`src/rtl/mult_div_sequencer.sv`:
```
// Iterative signed mult/div (one op in flight); MD_DIV0_TRAP_EN short-circuits divide-by-zero with a div0 pulse.
// Latency: done in the (WIDTH+3)th cycle after start is accepted (3rd when trapping); start is ignored while busy.
module mult_div_sequencer #(
  parameter int WIDTH = 32
) (
  input  logic             clock,
  input  logic             reset,
  input  logic             start,
  input  logic             op,
  input  logic [WIDTH-1:0] a,
  input  logic [WIDTH-1:0] b,
  output logic             busy,
  output logic             done,
  output logic [WIDTH-1:0] hi,
  output logic [WIDTH-1:0] lo,
  output logic             div0
);

  localparam int CW = $clog2(WIDTH);

  typedef enum logic [2:0] {IDLE, PREP, ITER, FIX, DONE} state_t;

  state_t             state, state_nxt;
  logic               op_q;
  logic [WIDTH-1:0]   a_q, b_q;
  logic [WIDTH:0]     mag_a, mag_b;
  logic               neg_res, neg_rem;
  logic [WIDTH:0]     rh;
  logic [WIDTH-1:0]   ql;
  logic [CW-1:0]      cnt;
  logic               load_ok;

  // Magnitudes need WIDTH+1 bits so that |most-negative| is representable.
  logic [WIDTH:0]     abs_a, abs_b;
  logic [WIDTH+1:0]   msum;
  logic [WIDTH:0]     dshift, ddiff;
  logic               dge;
  logic [2*WIDTH-1:0] prod_mag, prod_fix;
  logic [WIDTH-1:0]   q_fix, r_fix;

  assign abs_a = a_q[WIDTH-1] ? ({1'b0, ~a_q} + (WIDTH+1)'(1)) : {1'b0, a_q};
  assign abs_b = b_q[WIDTH-1] ? ({1'b0, ~b_q} + (WIDTH+1)'(1)) : {1'b0, b_q};

  // Multiply: {rh, ql} is the accumulator/multiplier pair, shifted right each step.
  assign msum = {1'b0, rh} + (ql[0] ? {1'b0, mag_a} : '0);

  // Divide: restoring step, ql shifts the dividend out and the quotient in.
  assign dshift = {rh[WIDTH-1:0], ql[WIDTH-1]};
  assign dge    = (dshift >= mag_b);
  assign ddiff  = dshift - mag_b;

  assign prod_mag = {rh[WIDTH-1:0], ql};
  assign prod_fix = neg_res ? -prod_mag : prod_mag;
  assign q_fix    = neg_res ? -ql : ql;
  assign r_fix    = neg_rem ? -rh[WIDTH-1:0] : rh[WIDTH-1:0];

`ifdef MD_DIV0_TRAP_EN
  logic trap_q;
  logic trap_hit;
  assign trap_hit = op_q && (b_q == '0);
  assign load_ok  = !trap_q;
  assign div0     = (state == DONE) && trap_q;
`else
  assign load_ok  = 1'b1;
  assign div0     = 1'b0;
`endif

  assign busy = (state != IDLE);
  assign done = (state == DONE);

  always_ff @(posedge clock or negedge reset) begin
    if (!reset) begin
      state <= IDLE;
    end else begin
      state <= state_nxt;
    end
  end

  always_comb begin
    state_nxt = state;
    case (state)
      IDLE: if (start) state_nxt = PREP;
      PREP: begin
`ifdef MD_DIV0_TRAP_EN
        // Trapped divides skip the iterations; FIX leaves hi/lo untouched.
        state_nxt = trap_hit ? FIX : ITER;
`else
        state_nxt = ITER;
`endif
      end
      ITER: if (cnt == CW'(WIDTH-1)) state_nxt = FIX;
      FIX:  state_nxt = DONE;
      DONE: state_nxt = IDLE;
      default: state_nxt = IDLE;
    endcase
  end

  always_ff @(posedge clock or negedge reset) begin
    if (!reset) begin
      op_q    <= 1'b0;
      a_q     <= '0;
      b_q     <= '0;
      mag_a   <= '0;
      mag_b   <= '0;
      neg_res <= 1'b0;
      neg_rem <= 1'b0;
      rh      <= '0;
      ql      <= '0;
      cnt     <= '0;
      hi      <= '0;
      lo      <= '0;
`ifdef MD_DIV0_TRAP_EN
      trap_q  <= 1'b0;
`endif
    end else begin
      case (state)
        IDLE: begin
          if (start) begin
            op_q <= op;
            a_q  <= a;
            b_q  <= b;
          end
        end
        PREP: begin
          mag_a   <= abs_a;
          mag_b   <= abs_b;
          neg_res <= a_q[WIDTH-1] ^ b_q[WIDTH-1];
          neg_rem <= a_q[WIDTH-1];
          rh      <= '0;
          cnt     <= '0;
          ql      <= op_q ? abs_a[WIDTH-1:0] : abs_b[WIDTH-1:0];
`ifdef MD_DIV0_TRAP_EN
          trap_q  <= trap_hit;
`endif
        end
        ITER: begin
          cnt <= cnt + CW'(1);
          if (op_q) begin
            rh <= dge ? ddiff : dshift;
            ql <= {ql[WIDTH-2:0], dge};
          end else begin
            rh <= msum[WIDTH+1:1];
            ql <= {msum[0], ql[WIDTH-1:1]};
          end
        end
        FIX: begin
          // Results land here so hi/lo are already valid while done is high.
          if (load_ok) begin
            if (op_q) begin
              hi <= r_fix;
              lo <= q_fix;
            end else begin
              hi <= prod_fix[2*WIDTH-1:WIDTH];
              lo <= prod_fix[WIDTH-1:0];
            end
          end
        end
        default: ;
      endcase
    end
  end

endmodule

```
`config.mk`:
```
export PLATFORM = sky130hd
export DESIGN_NAME = mult_div_sequencer
export DESIGN_NICKNAME = d
export VERILOG_FILES = /design/src/rtl/mult_div_sequencer.sv
export SDC_FILE = /design/constraint.sdc
export NUM_CORES = 1
export LEC_CHECK = 0
export BUFFER_PORTS_ARGS = -buffer_cell sky130_fd_sc_hd__buf_2
export CAP_MARGIN = 10
export CORE_AREA = 2 2 183 185
export DETAILED_ROUTE_END_ITERATION = 8
export DIE_AREA = 0 0 185 187
export GPL_ROUTABILITY_DRIVEN = 0
export PLACE_DENSITY = 0.75
export SYNTH_ARGS = -nofsm -noshare
export SYNTH_HDL_FRONTEND = slang
export SYNTH_SLANG_ARGS = --single-unit
```
`constraint.sdc`:
```
create_clock -name clock -period 4.4 [get_ports clock]
set_clock_uncertainty 0.05 [all_clocks]
set_input_delay 0 -clock clock [delete_from_list [all_inputs] [get_ports clock]]
set_output_delay 0 -clock clock [all_outputs]
set_load 0.05 [all_outputs]
```
* Word-level counts from Yosys, hierarchy flattened
Index checks and enable logic that the tools add are counted.
** Word-level totals
- Memories kept :: 0
- Memory bits (writable) :: 0
- Input bits :: 68
- Output and inout port bits :: 67
- Bits in registers :: 270
- Bits in latches :: 0
- ROM bits :: 0
** Operators by class
- Order comparisons :: 1
- Bitwise gates (word level) :: 3
- Multipliers :: 0
- Div/mod/pow operators :: 0
- Multiplexer cells :: 18
- Add/sub/neg operators :: 8
- Equality and inequality tests :: 7
- Shift-type cells :: 0
- Reduce and logical (&&, ||, !) cells :: 5
** Operators with widths (count)
- 32-bit two-way mux :: 6
- 33-bit two-way mux :: 5
- 32-bit by 1-bit adder with 33-bit output (second input constant) :: 2
- 33-bit case mux with 2 select lines :: 1
- 64-bit two-way mux :: 1
- 32-bit negation :: 2
- 64-bit negation :: 1
- 32-bit inverter :: 2
- 32-bit case mux with 2 select lines :: 1
- 33-bit by 33-bit adder with 34-bit output :: 1
- 33-bit >= comparator :: 1
- 33-bit subtractor :: 1
- 3-bit case mux with 4 select lines :: 1
- 5-bit case mux with 2 select lines :: 1
- 3-bit by 2-bit equality test with 1-bit output (second input constant) :: 2
- 3-bit two-way mux :: 2
- 5-bit by 1-bit adder with 5-bit output (second input constant) :: 1
- 5-bit equality test (second input constant) :: 1
- 2-bit != test (second input constant) :: 2
- 2-bit AND reduction :: 2
- 3-bit by 1-bit equality test with 1-bit output (second input constant) :: 1
- 3-bit equality test (second input constant) :: 1
- 3-bit zero test :: 1
- 3-bit nonzero test :: 1
- 2 further kinds :: 2

* Longest topological paths before layout
Gate-level depths: netlist (run 1).
- Word-level depth :: 5
- Gate-level depth with buffers :: 15
- Gate-level depth less buffers :: 14

* Least setup slack after synthesis (run 1)
Ideal clock, no wire load.
- Kind :: register -> register
- Start :: register ql[13]
- End :: register hi[21]
- Arrival :: 3831 ps
- Clock period less this slack :: 3985 ps
- Stages on the path, launching flop included :: 12
- Slack :: 415 ps
- Path through :: dfrtp_1 -> or4_4 -> or4_1 -> or3_1 -> buf_2 -> or4_4 -> or3_1 -> or3_1 -> a21oi_1 -> nor2_1 -> o211a_1 -> o41ai_2
** On the way
- Cells in the longest elaborated chain, start to end :: 3
** RTL lines
- start, declared :: line 29 : logic [WIDTH-1:0] ql;
- start signal, assigned :: line 131 : ql <= op_q ? abs_a[WIDTH-1:0] : abs_b[WIDTH-1:0];
- start signal, assigned :: line 140 : ql <= {ql[WIDTH-2:0], dge};
- start signal, assigned :: line 143 : ql <= {msum[0], ql[WIDTH-1:1]};
- 64-bit negation :: line 53 : assign prod_fix = neg_res ? -prod_mag : prod_mag;
- 64-bit two-way mux :: line 53
- 32-bit two-way mux :: line 149 : if (op_q) begin
- end signal, assigned :: line 150 : hi <= r_fix;
- end signal, assigned :: line 153 : hi <= prod_fix[2*WIDTH-1:WIDTH];
- end, declared :: line 14 : output logic [WIDTH-1:0] hi,
Every way passes these cells.
A chain may end at the register's enable or synchronous reset.

* Worst setup path in the final report (run 1)
- Start :: register ql[12]
- End :: register hi[21]
The elaborated chain is that of the path after synthesis.

==> results of run 1 <==
## layout make-up
cell class,count,area share (%)
clock buffer,43,4.25
clock inverter,12,0.661
inverter,60,1.10
multi-input combinational,1557,50.1
sequential,270,33.1
tap,448,2.74
timing repair buffer,237,8.07
## synthesized netlist by cell type, types with 56 or more instances
library cell / number / share of area [%]
mux2_2: 56 / 3.6
o21ai_0: 65 / 1.8
xor2_1: 102 / 5.1
ha_1: 72 / 5.1
o21ai_1: 179 / 5.1
xnor2_1: 74 / 3.7
nand2_1: 305 / 6.5
a21oi_1: 91 / 2.6
mux2i_1: 67 / 3.8
nor2_1: 86 / 1.8
inv_1: 59 / 1.3
clkbuf_1: 108 / 2.3
dfrtp_1: 270 / 38
## cells by family after synthesis
kind of cell / share of synthesized area, %
buf+inv: 3.84
fa+ha+maj: 5.33
simple gates: 16.2
xor+xnor: 8.73
other cells: 0.0212
mux: 7.88
compound gates: 19.7
flops: 38.3
## per-stage QoR
| stage | power (mW) | cells |
|---|---|---|
| CTS | 18.8 | 2627 |
| detailed placement | 16.1 | 2505 |
| floorplan | 12.9 | 2005 |
| global route | 20.2 | 2627 |
| finish | 19.1 | 2627 |
| global placement | 15.8 | 2505 |
## registers in the layout (all words and copies together), names as in the netlist
| register | cells |
|---|---|
| mag_a | 33 |
| mag_b | 33 |
| rh | 33 |
| a_q | 32 |
| b_q | 32 |
| hi | 32 |
| lo | 32 |
| ql | 32 |
| cnt | 5 |
| state | 3 |
| neg_rem | 1 |
| neg_res | 1 |
| op_q | 1 |
## metal layers
metal	GRT usage (%)	vias up
li1	-	7440
met2	50.8	841
met3	4.61	172
met4	13.3	0
met5	0	-
met1	43.5	7793
## timing repair
| item | in CTS | in global routing |
|---|---|---|
| hold buffers | 67 | 0 |
| setup endpoints to repair | 0 | 0 |
| buffers inserted | 0 | 0 |
| endpoints found under the hold margin | 165 | 0 |
## worst max path at each step
stage	slack [ns]	startpoint	depth (start not counted)	to
after floorplan	0.42	ql[13]	11	hi[21]
after global placement	0.28	ql[13]	10	hi[21]
after detailed placement	0.21	ql[12]	10	hi[21]
after CTS	0.18	ql[13]	10	hi[21]
after global routing	0.008	ql[12]	10	hi[21]
final	0.14	ql[12]	10	hi[21]
## power breakdown
group	internal, mW	switching, mW	total, mW
combinational	4.21	7.28	11.5
sequential	3.61	1.41	5.02
clock	1.49	1.06	2.55
## cell usage in the layout (no fill, tap or decap), types with 12 or more instances in the layout
master and count:
o211ai_1 21, xor2_1 102, xnor2_1 74, or4_1 15, a21o_1 44, a22oi_1 16, buf_4 35, nand4_1 12
a31oi_1 12, nand3_1 29, buf_2 132, o31ai_1 26, mux2_2 56, nand2_1 305, or3_1 32, dlygate4sd3_1 67
mux2i_1 67, a221o_1 17, nor3_1 22, nor4_1 13, a21oi_1 91, clkbuf_16 30, ha_1 72, o21ai_1 179
o41ai_1 13, nor2_1 84, dfrtp_1 269, and2_1 39, inv_1 59, o21ai_0 65, nand2b_1 18
==> impl_metrics.prom, run 1 <==
# TYPE chip_impl_metric gauge
chip_impl_info{name="outcome",value="completed"} 1
chip_impl_metric{name="met3_length",unit="mm"} 4.59
chip_impl_metric{name="dp_hpwl",unit="mm"} 39.7
chip_impl_metric{name="avgSynthCellArea",unit="µm²"} 8.80
chip_impl_metric{name="totalWireLength",unit="mm"} 55.0
chip_impl_metric{name="detail_route.drc_violations",unit=""} 0
chip_impl_metric{name="cellLeakagePower",unit="nW"} 9.47
chip_impl_metric{name="critPathMaxStageDelay",unit="ns"} 0.59
chip_impl_metric{name="post_dp_cell_area",unit="mm²"} 0.0188
chip_impl_metric{name="vias_per_cell",unit=""} 6.18
chip_impl_metric{name="syn_area",unit="mm²"} 0.0176
chip_impl_metric{name="critical_path.max_fanout",unit=""} 7
chip_impl_metric{name="clock_sinks",unit=""} 270
chip_impl_metric{name="utilization",unit="%"} 62.2
chip_impl_metric{name="power-per-cell-area",unit="mW/mm²"} 933
chip_impl_metric{name="grt_start_max_net_pins",unit=""} 125
chip_impl_metric{name="yosys_register_bits",unit=""} 270
chip_impl_metric{name="cts_inserted_buffers",unit=""} 30
chip_impl_metric{name="cts_repair_resize_count",unit=""} 0
chip_impl_metric{name="route.antenna.remaining_nets",unit=""} 0
chip_impl_metric{name="r2r_setup_slack",unit="ns"} 0.14
chip_impl_info{name="criticalPathCategory",value="register to register"} 1
chip_impl_info{name="grt_setup_unrepaired",value="no"} 1
chip_impl_metric{name="cts_buffer_depth",unit=""} 3
chip_impl_metric{name="setup_viol",unit=""} 0
chip_impl_metric{name="grt_pass1_wl",unit="mm"} 86.8
chip_impl_metric{name="worstSkewPairLatency",unit="ns"} 0.58
chip_impl_metric{name="area_enclosed_by_the_die_boundary",unit="mm²"} 0.0346
chip_impl_info{name="critical_path.cell_chain",value="or4_4 -> or4_1 -> or3_1 -> or4_4 -> or3_1 -> or3_1 -> a21oi_1 -> nor2_1 -> o211a_1 -> o41ai_2"} 1
chip_impl_metric{name="first_pass_iters",unit=""} 8
chip_impl_metric{name="cap_viol_max_count",unit=""} 0
chip_impl_info{name="critical_path.most_common_cell",value="or3_1"} 1
chip_impl_metric{name="initial_utilization",unit="%"} 53.7
chip_impl_metric{name="n_antenna_cell",unit=""} 0
chip_impl_metric{name="synth.lib_cells_used.distinct",unit=""} 73
chip_impl_metric{name="async_reset_ff_share",unit="%"} 100
chip_impl_metric{name="required_time_at_the_endpoint_of_the_critical_path",unit="ns"} 4.83
chip_impl_metric{name="irDropWorstVdd",unit="µV"} 520
chip_impl_metric{name="seq_area",unit="mm²"} 0.00676
chip_impl_info{name="cpMaxStageDelayCell",value="or4_4"} 1
chip_impl_metric{name="chipHeight",unit="µm"} 187
chip_impl_metric{name="worst_hold_slack",unit="ns"} 0.0132
chip_impl_info{name="tritoncts_clock_tree",value="built"} 1
chip_impl_metric{name="synth_seq_area_share",unit="%"} 38.3
chip_impl_metric{name="postLayoutSetupSlackWorst",unit="ns"} 0.140
chip_impl_metric{name="cts.reportedPaths.clkPinSlew",unit="ns"} 0.06
chip_impl_metric{name="grt_pass1_vias",unit=""} 15500
chip_impl_metric{name="drt-wirelength-per-cell",unit="µm"} 20.9
chip_impl_metric{name="worst_reg2reg_path_depth",unit=""} 10
chip_impl_info{name="top_layer",value="met4"} 1
chip_impl_metric{name="core_area",unit="mm²"} 0.0329
chip_impl_metric{name="final.setup.tns",unit="ns"} 0
chip_impl_info{name="timing.critical_path.max_delay_family",value="simple AND/OR/NAND/NOR gates"} 1
chip_impl_metric{name="min_period",unit="ns"} 4.26
chip_impl_metric{name="routedLengthMet1",unit="mm"} 22.3
chip_impl_metric{name="fillCellCount",unit=""} 2791
chip_impl_metric{name="maxSlewHeadroom",unit="%"} 30.8
chip_impl_info{name="dominantRegCellSynth",value="dfrtp_1"} 1
chip_impl_info{name="critical_path.reg2reg.endpoint",value="hi[21]"} 1
chip_impl_metric{name="report.final.slew_viol_count",unit=""} 0
chip_impl_metric{name="port_buffers",unit=""} 133
chip_impl_metric{name="fmax",unit="MHz"} 235
chip_impl_info{name="cts_root_buffer",value="clkbuf_16"} 1
chip_impl_metric{name="drt_first_iter_violations",unit=""} 2149
chip_impl_info{name="hold_path_class",value="input pin to async pin"} 1
chip_impl_metric{name="timing.critical_path.arrival",unit="ns"} 4.69
chip_impl_metric{name="synth-edff-count",unit=""} 0
chip_impl_metric{name="multi_input_area",unit="mm²"} 0.0102
chip_impl_metric{name="ys.warnings.count",unit=""} 0
chip_impl_metric{name="worst-path-buf-inv",unit=""} 0
chip_impl_metric{name="io_pins",unit=""} 135
chip_impl_metric{name="synthesis.nets",unit=""} 2147
chip_impl_metric{name="placementRows",unit=""} 67
chip_impl_metric{name="actual_slew_at_the_worst_max_slew_pin",unit="ns"} 1.04
chip_impl_metric{name="final_min_period_over_clock_period",unit="%"} 96.8
chip_impl_metric{name="overall_global_routing_resource_usage",unit="%"} 31.9
chip_impl_metric{name="cts_htree_levels",unit=""} 1
chip_impl_metric{name="dr_vias",unit=""} 16200
chip_impl_metric{name="finish.instance_area",unit="mm²"} 0.0204
chip_impl_metric{name="dr_wl_met2",unit="mm"} 25.3
chip_impl_metric{name="overflow",unit=""} 0
chip_impl_info{name="r2r-start",value="ql[12]"} 1
chip_impl_info{name="worstSetupEndpointType",value="register"} 1
chip_impl_metric{name="synthesis.instances",unit=""} 2005
chip_impl_metric{name="finish.net_count",unit=""} 2298
chip_impl_metric{name="hold_violations",unit=""} 0
chip_impl_metric{name="number_of_antenna_violations_at_the_first_check_in_global_routing",unit=""} 0
chip_impl_info{name="critical_path.startpoint_type",value="register"} 1
chip_impl_metric{name="drive_above_1_share",unit="%"} 13.3
chip_impl_metric{name="horizontal_die_dimension",unit="µm"} 185
chip_impl_metric{name="flow.area_growth_from_synthesis",unit="%"} 15.8
chip_impl_metric{name="post-place-ws",unit="ns"} 0.209
Note: power is estimated with default switching activity, not from simulation.
==> inputs of run 2 (changes only) <==
CORE_AREA = 2 2 139 242   (was 2 2 183 185)
DIE_AREA = 0 0 141 244   (was 0 0 185 187)
==> impl_metrics.prom, run 2 (synthesis gave the netlist of run 1 again) <==
# TYPE chip_impl_metric gauge
chip_impl_info{name="outcome",value="completed"} 1
chip_impl_metric{name="worstSkewPairLatency",unit="ns"} 0.57
chip_impl_metric{name="chipHeight",unit="µm"} 244
chip_impl_metric{name="dr_vias",unit=""} 16200
chip_impl_metric{name="report.final.slew_viol_count",unit=""} 0
chip_impl_metric{name="finish.net_count",unit=""} 2304
chip_impl_metric{name="dr_wl_met2",unit="mm"} 27.4
chip_impl_metric{name="io_pins",unit=""} 135
chip_impl_info{name="final_cell_mix",value="nand2_1 (305), dfrtp_1 (269), o21ai_1 (179)"} 1
chip_impl_metric{name="routedLengthMet1",unit="mm"} 20.2
chip_impl_info{name="timing.critical_path.max_delay_family",value="simple AND/OR/NAND/NOR gates"} 1
chip_impl_info{name="setup.worst_path.end",value="hi[21]"} 1
chip_impl_metric{name="grt_start_max_net_pins",unit=""} 130
chip_impl_metric{name="route.antenna.remaining_nets",unit=""} 0
chip_impl_metric{name="timing.critical_path.arrival",unit="ns"} 4.66
chip_impl_metric{name="fillCellCount",unit=""} 2772
chip_impl_metric{name="dp_cells",unit=""} 2467
chip_impl_metric{name="maxSlewHeadroom",unit="%"} 26.7
chip_impl_metric{name="number_of_cells_in_the_finished_layout_apart_from_fillers",unit=""} 2581
chip_impl_metric{name="drt-wirelength-per-cell",unit="µm"} 22.3
chip_impl_metric{name="detail_route.drc_violations",unit=""} 0
chip_impl_metric{name="final_min_period_over_clock_period",unit="%"} 96.6
chip_impl_metric{name="fmax",unit="MHz"} 235
chip_impl_metric{name="drt_first_iter_violations",unit=""} 1434
chip_impl_metric{name="overflow",unit=""} 0
chip_impl_metric{name="dp_hpwl",unit="mm"} 41.2
chip_impl_metric{name="actual_slew_at_the_worst_max_slew_pin",unit="ns"} 1.10
chip_impl_metric{name="initial_utilization",unit="%"} 54.6
chip_impl_metric{name="drive_above_1_share",unit="%"} 13.6
chip_impl_metric{name="area_enclosed_by_the_die_boundary",unit="mm²"} 0.0344
chip_impl_info{name="critical_path.startpoint_type",value="register"} 1
chip_impl_metric{name="setup_viol",unit=""} 0
chip_impl_metric{name="worst-path-buf-inv",unit=""} 0
chip_impl_metric{name="r2r_setup_slack",unit="ns"} 0.15
chip_impl_metric{name="placementRows",unit=""} 87
chip_impl_info{name="tritoncts_clock_tree",value="built"} 1
chip_impl_metric{name="horizontal_die_dimension",unit="µm"} 141
chip_impl_info{name="grt_setup_unrepaired",value="no"} 1
chip_impl_info{name="critical_path.reg2reg.endpoint",value="hi[21]"} 1
chip_impl_info{name="cts_root_buffer",value="clkbuf_16"} 1
chip_impl_metric{name="postLayoutSetupSlackWorst",unit="ns"} 0.151
chip_impl_metric{name="critPathMaxStageDelay",unit="ns"} 0.59
chip_impl_metric{name="cap_viol_max_count",unit=""} 0
chip_impl_metric{name="cts_buffer_depth",unit=""} 3
chip_impl_metric{name="worst_reg2reg_path_depth",unit=""} 10
chip_impl_info{name="critPathLaunch",value="ql[13]"} 1
chip_impl_metric{name="grt_pass1_vias",unit=""} 16100
chip_impl_info{name="cpMaxStageDelayCell",value="or4_4"} 1
chip_impl_info{name="criticalPathCategory",value="register to register"} 1
chip_impl_metric{name="flow.area_growth_from_synthesis",unit="%"} 15.5
chip_impl_metric{name="first_pass_iters",unit=""} 8
chip_impl_metric{name="clock_sinks",unit=""} 270
chip_impl_info{name="hold_path_class",value="input pin to async pin"} 1
chip_impl_metric{name="min_period",unit="ns"} 4.25
chip_impl_metric{name="cts_htree_levels",unit=""} 1
chip_impl_info{name="critical_path.cell_chain",value="or4_4 -> or4_1 -> or3_1 -> or4_4 -> or3_1 -> or3_1 -> a21oi_1 -> nor2_1 -> o211a_1 -> o41ai_2"} 1
chip_impl_metric{name="port_buffers",unit=""} 133
chip_impl_metric{name="final.setup.tns",unit="ns"} 0
chip_impl_metric{name="hold_violations",unit=""} 0
chip_impl_info{name="reg.largest.list",value="mag_a x33, mag_b x33, rh x33"} 1
chip_impl_info{name="top_layer",value="met4"} 1
chip_impl_info{name="worstSetupEndpointType",value="register"} 1
chip_impl_metric{name="vias_per_cell",unit=""} 6.27
chip_impl_info{name="r2r-start",value="ql[13]"} 1
chip_impl_metric{name="core_area",unit="mm²"} 0.0323
chip_impl_metric{name="cts.reportedPaths.clkPinSlew",unit="ns"} 0.07
chip_impl_metric{name="grt_pass1_wl",unit="mm"} 89.1
chip_impl_metric{name="cts_repair_resize_count",unit=""} 0
chip_impl_metric{name="cts_inserted_buffers",unit=""} 26
chip_impl_metric{name="met3_length",unit="mm"} 3.96
chip_impl_metric{name="overall_global_routing_resource_usage",unit="%"} 33.4
chip_impl_metric{name="required_time_at_the_endpoint_of_the_critical_path",unit="ns"} 4.81
chip_impl_metric{name="totalWireLength",unit="mm"} 57.6
chip_impl_info{name="leading_cell_type_in_the_layout_fill_and_taps_excluded",value="nand2_1"} 1
chip_impl_metric{name="n_antenna_cell",unit=""} 0
chip_impl_metric{name="path_depth",unit=""} 10
chip_impl_metric{name="critical_path.max_fanout",unit=""} 5
chip_impl_metric{name="post-place-ws",unit="ns"} 0.224
chip_impl_info{name="critical_path.most_common_cell",value="or3_1"} 1
chip_impl_metric{name="number_of_antenna_violations_at_the_first_check_in_global_routing",unit=""} 0
[run 2: cell types whose count changed in the layout (fill, tap and decap cells not counted), sizes merged]
cell    before  now
clkbuf      43   33
bufinv       2    5
buf        170  180
inv         60   61
clkinv       9    7
[run 2: layout make-up]
type                            instances  area, µm²  area share, %
Tap cell                              400        500           2.45
Sequential cell                       270       6760           33.2
Clock inverter                         14        216           1.06
Multi-Input combinational cell       1557      10200           50.2
Inverter                               60        225           1.10
Clock buffer                           33        727           3.56
Timing Repair Buffer                  247       1720           8.45
[run 2: per-layer routing]
| layer | up-vias | global-route usage (%) |
|---|---|---|
| met1 | 7665 | 37.3 |
| li1 | 7456 | - |
| met2 | 776 | 55.9 |
| met5 | - | 0 |
| met3 | 295 | 5.58 |
| met4 | 0 | 27.3 |
[run 2: per-stage QoR]
step                      hold slack [ns]  util, %  instance area, µm²
after floorplan                    -0.346        -               17600
after CTS                          0.0798     63.1               20400
after global routing                0.108     63.1               20400
after global placement             0.0536     58.1               18800
final                              0.0359     63.1               20400
after detailed placement           0.0637     58.1               18800
[run 2: worst min-delay path by stage]
stage / slack (ns) / depth (start not counted) / endpoint
after detailed placement: 0.06 / 1 / b_q[26]
after CTS: 0.08 / 2 / mag_b[5]
final: 0.04 / 2 / b_q[26]
after global routing: 0.11 / 2 / b_q[26]
after floorplan: -0.35 / 0 / a_q[0]
after global placement: 0.05 / 1 / b_q[26]
[run 2: timing repair]
| action | in CTS | in global routing |
|---|---|---|
| hold endpoints to repair | 165 | 0 |
| setup buffers | 0 | 0 |
| hold buffers | 67 | 0 |
Power of run 2 is left out: the tool's default activity adds up to more than one toggle a clock period on the data nets, which glitch-free logic cannot reach.
